[config.mk]
export PLATFORM = sky130hd
export DESIGN_NAME = pipelined_processor
export DESIGN_NICKNAME = d
export VERILOG_FILES = /design/src/rtl/pipelined_processor.sv
export SDC_FILE = /design/constraint.sdc
export NUM_CORES = 1
export LEC_CHECK = 0
export BUFFER_PORTS_ARGS = -buffer_cell sky130_fd_sc_hd__buf_2
export CORE_UTILIZATION = 45
export CTS_CLUSTER_DIAMETER = 120
export DETAILED_ROUTE_END_ITERATION = 8
export GPL_ROUTABILITY_DRIVEN = 0
export PLACE_DENSITY = 0.63
export REMOVE_ABC_BUFFERS = 1
export SYNTH_ARGS = -nofsm -noshare
export SYNTH_HDL_FRONTEND = slang
export SYNTH_SLANG_ARGS = --single-unit
export TNS_END_PERCENT = 1
[constraint.sdc]
create_clock -name clk -period 4.05 [get_ports clk]
set_input_delay 0.81 -clock clk [delete_from_list [all_inputs] [get_ports clk]]
set_output_delay 0.81 -clock clk [all_outputs]
set_load 0.01 [all_outputs]
[src/rtl/pipelined_processor.sv]
// pipelined_processor
//   Four-stage in-order pipeline (IF, ID, EX, WB) with a built-in instruction
//   ROM, an 8-entry register file and a small ALU. Full forwarding means the
//   pipeline never stalls. A HALT instruction freezes the fetch address.
//
// Ports
//   clk      : single clock, all state updates on the rising edge
//   reset    : asynchronous, active-high reset
//   pc_out   : current fetch address
//   wb_en    : EX/WB holds a register-writing instruction (commits next edge)
//   wb_addr  : destination register held in EX/WB
//   wb_data  : result held in EX/WB
//   halted   : a HALT has reached EX/WB; sticky until reset
//
// Instruction word: op[15:12] rd[11:9] rs1[8:6] rs2[5:3], imm8[7:0] for LDI.
// PROGRAM packs the ROM with entry i at bits [16*i +: 16].
module pipelined_processor #(
    parameter int unsigned DATA_W     = 8,
    parameter int unsigned IMEM_DEPTH = 16,
    parameter logic [IMEM_DEPTH*16-1:0] PROGRAM = {
        {((IMEM_DEPTH - 8) * 16){1'b0}},
        16'hF000, 16'h5F30, 16'h4CD0, 16'h3AD0,
        16'h28C8, 16'h1650, 16'h6403, 16'h6205
    }
) (
    input  logic                          clk,
    input  logic                          reset,
    output logic [$clog2(IMEM_DEPTH)-1:0] pc_out,
    output logic                          wb_en,
    output logic [2:0]                    wb_addr,
    output logic [DATA_W-1:0]             wb_data,
    output logic                          halted
);

    localparam int unsigned PC_W = $clog2(IMEM_DEPTH);

    typedef enum logic [3:0] {
        OP_NOP  = 4'h0,
        OP_ADD  = 4'h1,
        OP_SUB  = 4'h2,
        OP_AND  = 4'h3,
        OP_OR   = 4'h4,
        OP_XOR  = 4'h5,
        OP_LDI  = 4'h6,
        OP_HALT = 4'hF
    } op_e;

    // Fetch state
    logic [PC_W-1:0]   r_pc;
    logic              r_ifid_valid;
    logic [15:0]       r_ifid_instr;

    // ID/EX
    logic              r_idex_valid;
    logic [3:0]        r_idex_op;
    logic [2:0]        r_idex_rd;
    logic [2:0]        r_idex_rs1;
    logic [2:0]        r_idex_rs2;
    logic [DATA_W-1:0] r_idex_a;
    logic [DATA_W-1:0] r_idex_b;
    logic [7:0]        r_idex_imm;

    // EX/WB
    logic              r_exwb_en;
    logic [2:0]        r_exwb_addr;
    logic [DATA_W-1:0] r_exwb_data;
    logic              r_halted;

    logic [DATA_W-1:0] r_rf [8];

    logic [15:0]       w_fetch;
    logic              w_fetch_halt;
    logic [2:0]        w_id_rs1;
    logic [2:0]        w_id_rs2;
    logic [DATA_W-1:0] w_id_a;
    logic [DATA_W-1:0] w_id_b;
    logic [DATA_W-1:0] w_ex_a;
    logic [DATA_W-1:0] w_ex_b;
    logic [DATA_W-1:0] w_ex_res;
    logic              w_ex_wr;

    // IF: ROM lookup; a HALT at the fetch address pins the PC there.
    always_comb begin
        w_fetch      = PROGRAM[{r_pc, 4'b0000} +: 16];
        w_fetch_halt = (w_fetch[15:12] == OP_HALT);
    end

    // ID: register read with write-through from the instruction committing
    // this cycle (covers distance-2 dependencies). r0 always reads zero.
    always_comb begin
        w_id_rs1 = r_ifid_instr[8:6];
        w_id_rs2 = r_ifid_instr[5:3];
        w_id_a   = r_rf[w_id_rs1];
        w_id_b   = r_rf[w_id_rs2];
        if (r_exwb_en && (r_exwb_addr == w_id_rs1)) w_id_a = r_exwb_data;
        if (r_exwb_en && (r_exwb_addr == w_id_rs2)) w_id_b = r_exwb_data;
        if (w_id_rs1 == 3'd0) w_id_a = '0;
        if (w_id_rs2 == 3'd0) w_id_b = '0;
    end

    // EX: distance-1 forwarding from EX/WB, then the ALU.
    always_comb begin
        w_ex_a   = r_idex_a;
        w_ex_b   = r_idex_b;
        w_ex_res = '0;
        w_ex_wr  = 1'b0;
        if (r_exwb_en && (r_exwb_addr == r_idex_rs1) && (r_idex_rs1 != 3'd0))
            w_ex_a = r_exwb_data;
        if (r_exwb_en && (r_exwb_addr == r_idex_rs2) && (r_idex_rs2 != 3'd0))
            w_ex_b = r_exwb_data;
        if (r_idex_valid) begin
            case (r_idex_op)
                OP_ADD: begin w_ex_wr = 1'b1; w_ex_res = w_ex_a + w_ex_b; end
                OP_SUB: begin w_ex_wr = 1'b1; w_ex_res = w_ex_a - w_ex_b; end
                OP_AND: begin w_ex_wr = 1'b1; w_ex_res = w_ex_a & w_ex_b; end
                OP_OR:  begin w_ex_wr = 1'b1; w_ex_res = w_ex_a | w_ex_b; end
                OP_XOR: begin w_ex_wr = 1'b1; w_ex_res = w_ex_a ^ w_ex_b; end
                OP_LDI: begin w_ex_wr = 1'b1; w_ex_res = DATA_W'(r_idex_imm); end
                default: ;
            endcase
        end
    end

    always_ff @(posedge clk or posedge reset) begin
        if (reset) begin
            r_pc         <= '0;
            r_ifid_valid <= 1'b0;
            r_ifid_instr <= '0;
            r_idex_valid <= 1'b0;
            r_idex_op    <= '0;
            r_idex_rd    <= '0;
            r_idex_rs1   <= '0;
            r_idex_rs2   <= '0;
            r_idex_a     <= '0;
            r_idex_b     <= '0;
            r_idex_imm   <= '0;
            r_exwb_en    <= 1'b0;
            r_exwb_addr  <= '0;
            r_exwb_data  <= '0;
            r_halted     <= 1'b0;
        end else begin
            // IF
            r_ifid_valid <= 1'b1;
            r_ifid_instr <= w_fetch;
            if (!w_fetch_halt)
                r_pc <= (r_pc == PC_W'(IMEM_DEPTH - 1)) ? '0 : r_pc + 1'b1;
            // ID
            r_idex_valid <= r_ifid_valid;
            r_idex_op    <= r_ifid_instr[15:12];
            r_idex_rd    <= r_ifid_instr[11:9];
            r_idex_rs1   <= w_id_rs1;
            r_idex_rs2   <= w_id_rs2;
            r_idex_a     <= w_id_a;
            r_idex_b     <= w_id_b;
            r_idex_imm   <= r_ifid_instr[7:0];
            // EX
            r_exwb_en    <= w_ex_wr;
            r_exwb_addr  <= w_ex_wr ? r_idex_rd : 3'd0;
            r_exwb_data  <= w_ex_res;
            if (r_idex_valid && (r_idex_op == OP_HALT))
                r_halted <= 1'b1;
        end
    end

    // WB: writes to r0 are dropped so it stays zero.
    always_ff @(posedge clk or posedge reset) begin
        if (reset) begin
            for (int unsigned i = 0; i < 8; i++)
                r_rf[i] <= '0;
        end else if (r_exwb_en && (r_exwb_addr != 3'd0)) begin
            r_rf[r_exwb_addr] <= r_exwb_data;
        end
    end

    assign pc_out  = r_pc;
    assign wb_en   = r_exwb_en;
    assign wb_addr = r_exwb_addr;
    assign wb_data = r_exwb_data;
    assign halted  = r_halted;

endmodule

======== Word level (Yosys, flattened, before mapping) ========
Index checks and enable logic that the tools add are counted.
word-level totals
  bits in registers ....................... 136
  bits in latches ......................... 0
  memory bits (writable) .................. 0
  ROM bits ................................ 0
  input bits .............................. 2
  word-level logic and storage cells ...... 86
  memories kept ........................... 0
cells by class
  $add $sub $neg .......................... 3
  multiply operators ...................... 0
  div/mod/pow operators ................... 0
  magnitude comparators ................... 4
  equality and inequality tests ........... 13
  shift operators ......................... 1
  muxes and demuxes ....................... 21
  bitwise logic cells ..................... 6
  reductions and logical operators ........ 15
operator list
  operator                     number
  $shiftx A256 B9 Y16 const A  1
  $mux W8                      12
  $bwmux W64                   1
  $bmux W8 S3                  2
  $pmux W8 S6                  1
  $demux W8 S3                 1
  $eq A3 B3 Y1                 4
  $eq A4 B3 Y1 const B         3
  $eq A4 B4 Y1 const B         3
  $ge A4 B4 Y1 const B         3
  $not A3 Y4                   3
  $logic_and A1 B1 Y1          9
  $reduce_bool A3 Y1           3
  $add A8 B8 Y8                1
  $and A8 B8 Y8                1
  $eq A4 B2 Y1 const B         2
  $or A8 B8 Y8                 1
  $sub A8 B8 Y8                1
  $xor A8 B8 Y8                1
  $logic_not A3 Y1             2
  $reduce_or A6 Y1             1
  $add A4 B1 Y4 const B        1
  $eq A4 B1 Y1 const B         1
  $lt A4 B1 Y1 const B         1
  other kinds (3)              4

======== Longest topological paths before layout ========
  depth after elaboration ................. 7
  mapped depth ............................ 16

======== Worst setup path after synthesis ========
Ideal clock, no wire load.
  kind .................................... register to register
  from .................................... register r_exwb_addr[2], in the netlist wb_addr[2]
  to ...................................... register r_exwb_data[7], in the netlist wb_data[7]
  library setup time ...................... 126 ps
  arrival ................................. 3566 ps
  slack ................................... 357 ps
  stages on the path, launching flop included .. 14
  buffers on the path ..................... 2
  path through ............................ dfrtp_1 -> buf_6 -> xor2_1 -> or3_4 -> nand2_1 -> buf_2 -> mux2i_1 -> xnor2_1 -> ha_1 -> a21o_1 -> and2_1 -> a2111oi_4 -> a2111oi_0 -> a311o_1
on the way
  longest elaborated chain between the ends .. 7
RTL lines
  element                                              RTL line  source
  from (decl)                                          65        logic [2:0] r_exwb_addr;
  from (signal assigned)                               158       r_exwb_addr <= w_ex_wr ? r_idex_rd : 3'd0;
  $eq A3 B3 Y1 (on tied branches)                      107, 109
  $logic_and A1 B1 Y1 (on tied branches) (2 in a row)  107, 109
  $mux W8 (on tied branches)                           107, 109
  $sub A8 B8 Y8, or another cell as far along          114       OP_SUB: begin w_ex_wr = 1'b1; w_ex_res = w_ex_a - w_ex_b; end
  $pmux W8 S6 (*)                                      112       case (r_idex_op)
  $mux W8 (*)                                          111       if (r_idex_valid) begin
  via w_ex_res[7]                                      79        logic [DATA_W-1:0] w_ex_res;
  to (signal assigned)                                 159       r_exwb_data <= w_ex_res;
  to (decl)                                            66        logic [DATA_W-1:0] r_exwb_data;
The timed path passes the listed nets; every way through them passes the cells marked *.
A chain may end at the register's enable or synchronous reset.

======== Worst setup path in the final report ========
  from .................................... register r_exwb_en, in the netlist wb_en
  to ...................................... register r_exwb_data[7], in the netlist wb_data[7]
on the way
  longest elaborated chain between the ends .. 6
RTL lines
  element                                              RTL line  source
  from (decl)                                          64        logic r_exwb_en;
  from (signal assigned)                               157       r_exwb_en <= w_ex_wr;
  $logic_and A1 B1 Y1 (on tied branches) (2 in a row)  107, 109
  $mux W8 (on tied branches)                           107, 109
  $sub A8 B8 Y8, or another cell as far along          114
  $pmux W8 S6 (*)                                      112
  $mux W8 (*)                                          111
  via w_ex_res[7]                                      79
Marked as above.

==> impl_metrics.toml <==
[finish]
stdcell_count = 864
diodes = 0
layout.nets = 669
drive_gt1_frac = 0.247
multi_input_area_mm2 = 0.00380
seqCellArea_mm2 = 0.00323
area_growth_pct = 12.4
fill_cells = 1372

[die]
die_height_um = 129
core_mm2 = 0.0158
fp.dieW_um = 129
design.die.area_mm2 = 0.0167
pin_count = 19
row_count = 46
initial_utilization = 0.459

[routing]
first_pass_iters = 4
wl_um = 17500
drt_iter0_markers = 372
wl_per_cell_um = 20.2
drc = 0
num_vias = 5163
detail-route-antenna-nets = 0
routed_via_density = 5.98

[sta]
max_slew_margin = 0.330
finalHoldViolCount = 0
maxSlewViolCount = 0
skew_ns = 0.00832
layout_min_cycle_time_ns = 3.74
worst_pin_slew_ns = 0.997
fmax_ghz = 0.267
min_period_over_period = 0.924
holdWs_ns = 0.346
rsz0062_at_grt = "no"
setup_violations = 0

[run_status]
status = "completed"

[clock_network]
clkLatencyLatePin_ns = 0.42
cts-root-buf = "clkbuf_16"
clkTransAtPathRegs_ns = 0.06
numCtsBuffers = 17
cts_buffer_depth = 2
cts_tree = "done"
cts.sinks = 129
hold_buffers = 0
htree_levels = 4

[job]
drv_cap = 0

[placed_design]
dp_cells = 832
dp_hpwl_um = 12000
port_buffers = 18

[synthesis]
synthMostInstantiatedCell = "dfrtp_1"
synthArstFlopShare = 1.00
yosysWarnings = 0
synth.yosys.seq_area_share = 0.444
synth_largest_area_cell = "dfrtp_1"
synth.distinct_cells = 71
synthTopCellsByArea = "dfrtp_1 44%, mux4_2 9.9%, mux2_2 7.4%, ha_1 5.3%, mux2i_1 4.4%"
ys.flop_type = "dfrtp_1"
netlist_area_mm2 = 0.00727
syn_avg_cell_area_um2 = 11.7
yosys-top-cells-count = "129 x dfrtp_1, 48 x mux2_2, 45 x nor2_1, 33 x clkbuf_1"
synth_top_area_share = 0.444
synth_seq_cells = 129
synth_edf_count = 0
syn_inst = 623

[worst_setup_path]
path_class = "reg -> reg"
worstPathArrival_ns = 4.04
startpoint = "wb_en"
worstPathRequired_ns = 4.35
reg2reg_from = "wb_en"
endpoint_kind = "flip-flop"
cp_max_fo = 16
cp-start-kind = "flip-flop"

[grt]
grt_pass1_wl_um = 28000
grt_max_degree = 82
antenna_found_initial = 0
grt_use_total = 0.227
grt_pass1_vias = 5147
grt.overflow.total = 0

[hold_path]
min_path_type = "reg -> reg"
min-delay-start = "r_ifid_instr[1]"

[pwr]
power-per-cell-area_mw_per_mm2 = 344
ir_drop_mv = 0.295
power_leakage_nw = 3.65
==> state kept, by name, indices dropped and copies added, names as in the netlist <==
register and cells:
r_idex_rd 3, r_idex_valid 1, pc_out 4, r_idex_rs1 1
wb_en 1, r_idex_b 8, r_rf 64, wb_data 8
r_ifid_instr 15, r_idex_op 4, wb_addr 3, r_idex_imm 7
r_ifid_valid 1, r_idex_a 8, halted 1
==> cell type report <==
cell class / count / share of cell area
clock buffers: 22 / 0.0580
clock inverters: 10 / 0.0104
inverters: 23 / 0.0109
multi-input cells: 428 / 0.465
flip-flops and latches: 129 / 0.395
well taps: 216 / 0.0331
repair buffers: 36 / 0.0276
==> worst paths after layout <==
kind / slack, ns / to / cells past startpoint
min in group asynchronous: 0.63 / r_rf[58] / 2
max: 0.31 / wb_data[7] / 11
min: 0.35 / r_idex_imm[1] / 0
min reg2reg: 0.35 / r_idex_imm[1] / 0
max reg2reg: 0.31 / wb_data[7] / 11
max in group asynchronous: 2.48 / r_idex_a[6] / 3
==> power by group <==
group	total, W	switching (W)	internal [W]
combinational	0.0000508	0.0000305	0.0000202
sequential	0.00132	0.0000104	0.00130
clock	0.00144	0.000556	0.000886
total	0.00281	0.000597	0.00221
==> worst max-delay path, cell delays in order, from the launching register on <==
cell and delay, ns:
dfrtp_1 0.63, nor3b_1 0.30, o211ai_1 0.24, nand2_2 0.27, mux2i_1 0.34, xnor2_1 0.12
ha_1 0.36, a21o_1 0.23, and2_1 0.19, a2111oi_4 0.41, a2111oi_0 0.18, a311o_1 0.35
==> stage by stage <==
step | setup WS, ns | total power [W] | instance area, um2 | TNS (ns) | utilization
final | 0.308 | 0.00281 | 8170 | 0 | 0.516
after floorplan | -0.201 | 0.00137 | 7090 | -25.93 | -
after global placement | 0.398 | 0.00139 | 7610 | 0 | 0.481
after global routing | 0.0634 | 0.00291 | 8170 | 0 | 0.516
after CTS | 0.279 | 0.00284 | 8170 | 0 | 0.516
after detailed placement | 0.319 | 0.00139 | 7610 | 0 | 0.481
==> placed cells by master (no fill, tap or decap), drive strengths merged, types with 5 or more instances in the layout <==
cell type,count
nor2b,12
clkbuf,22
nor2,45
and2,12
xor2,5
dfrtp,129
mux2i,32
xnor2,14
buf,36
mux4,32
a22oi,6
nand3,12
a21oi,15
inv,23
nor3,10
a211oi,22
nand4,5
o21ai,21
nand2,31
ha,31
nor3b,7
mux2,48
clkinv,8
==> cells by family (layout without fill, tap and decap cells) <==
| kind of cell | count (synthesis) | after routing | synth area share |
|---|---|---|---|
| flops | 129 | 129 | 0.444 |
| simple gates | 160 | 160 | 0.115 |
| xor+xnor | 20 | 20 | 0.0260 |
| buf+inv | 66 | 91 | 0.0363 |
| mux | 112 | 112 | 0.218 |
| compound gates | 103 | 103 | 0.104 |
| other cells | 1 | 1 | 0.000516 |
| fa+ha+maj | 32 | 32 | 0.0561 |
==> metal layers <==
layer / track usage / part of all wire / up-vias
met1: 0.289 / 0.43 / 2655
met3: 0.0479 / 0.044 / 38
met2: 0.376 / 0.50 / 150
li1: - / - / 2320
met5: 0 / 0 / -
met4: 0.100 / 0.026 / 0
==> timing repair <==
action | CTS | global route
setup buffers | 0 | 0
endpoints found under the setup margin | 0 | 2
gates resized for setup | 0 | 1
No activity file was read; power rests on OpenSTA's default activity.
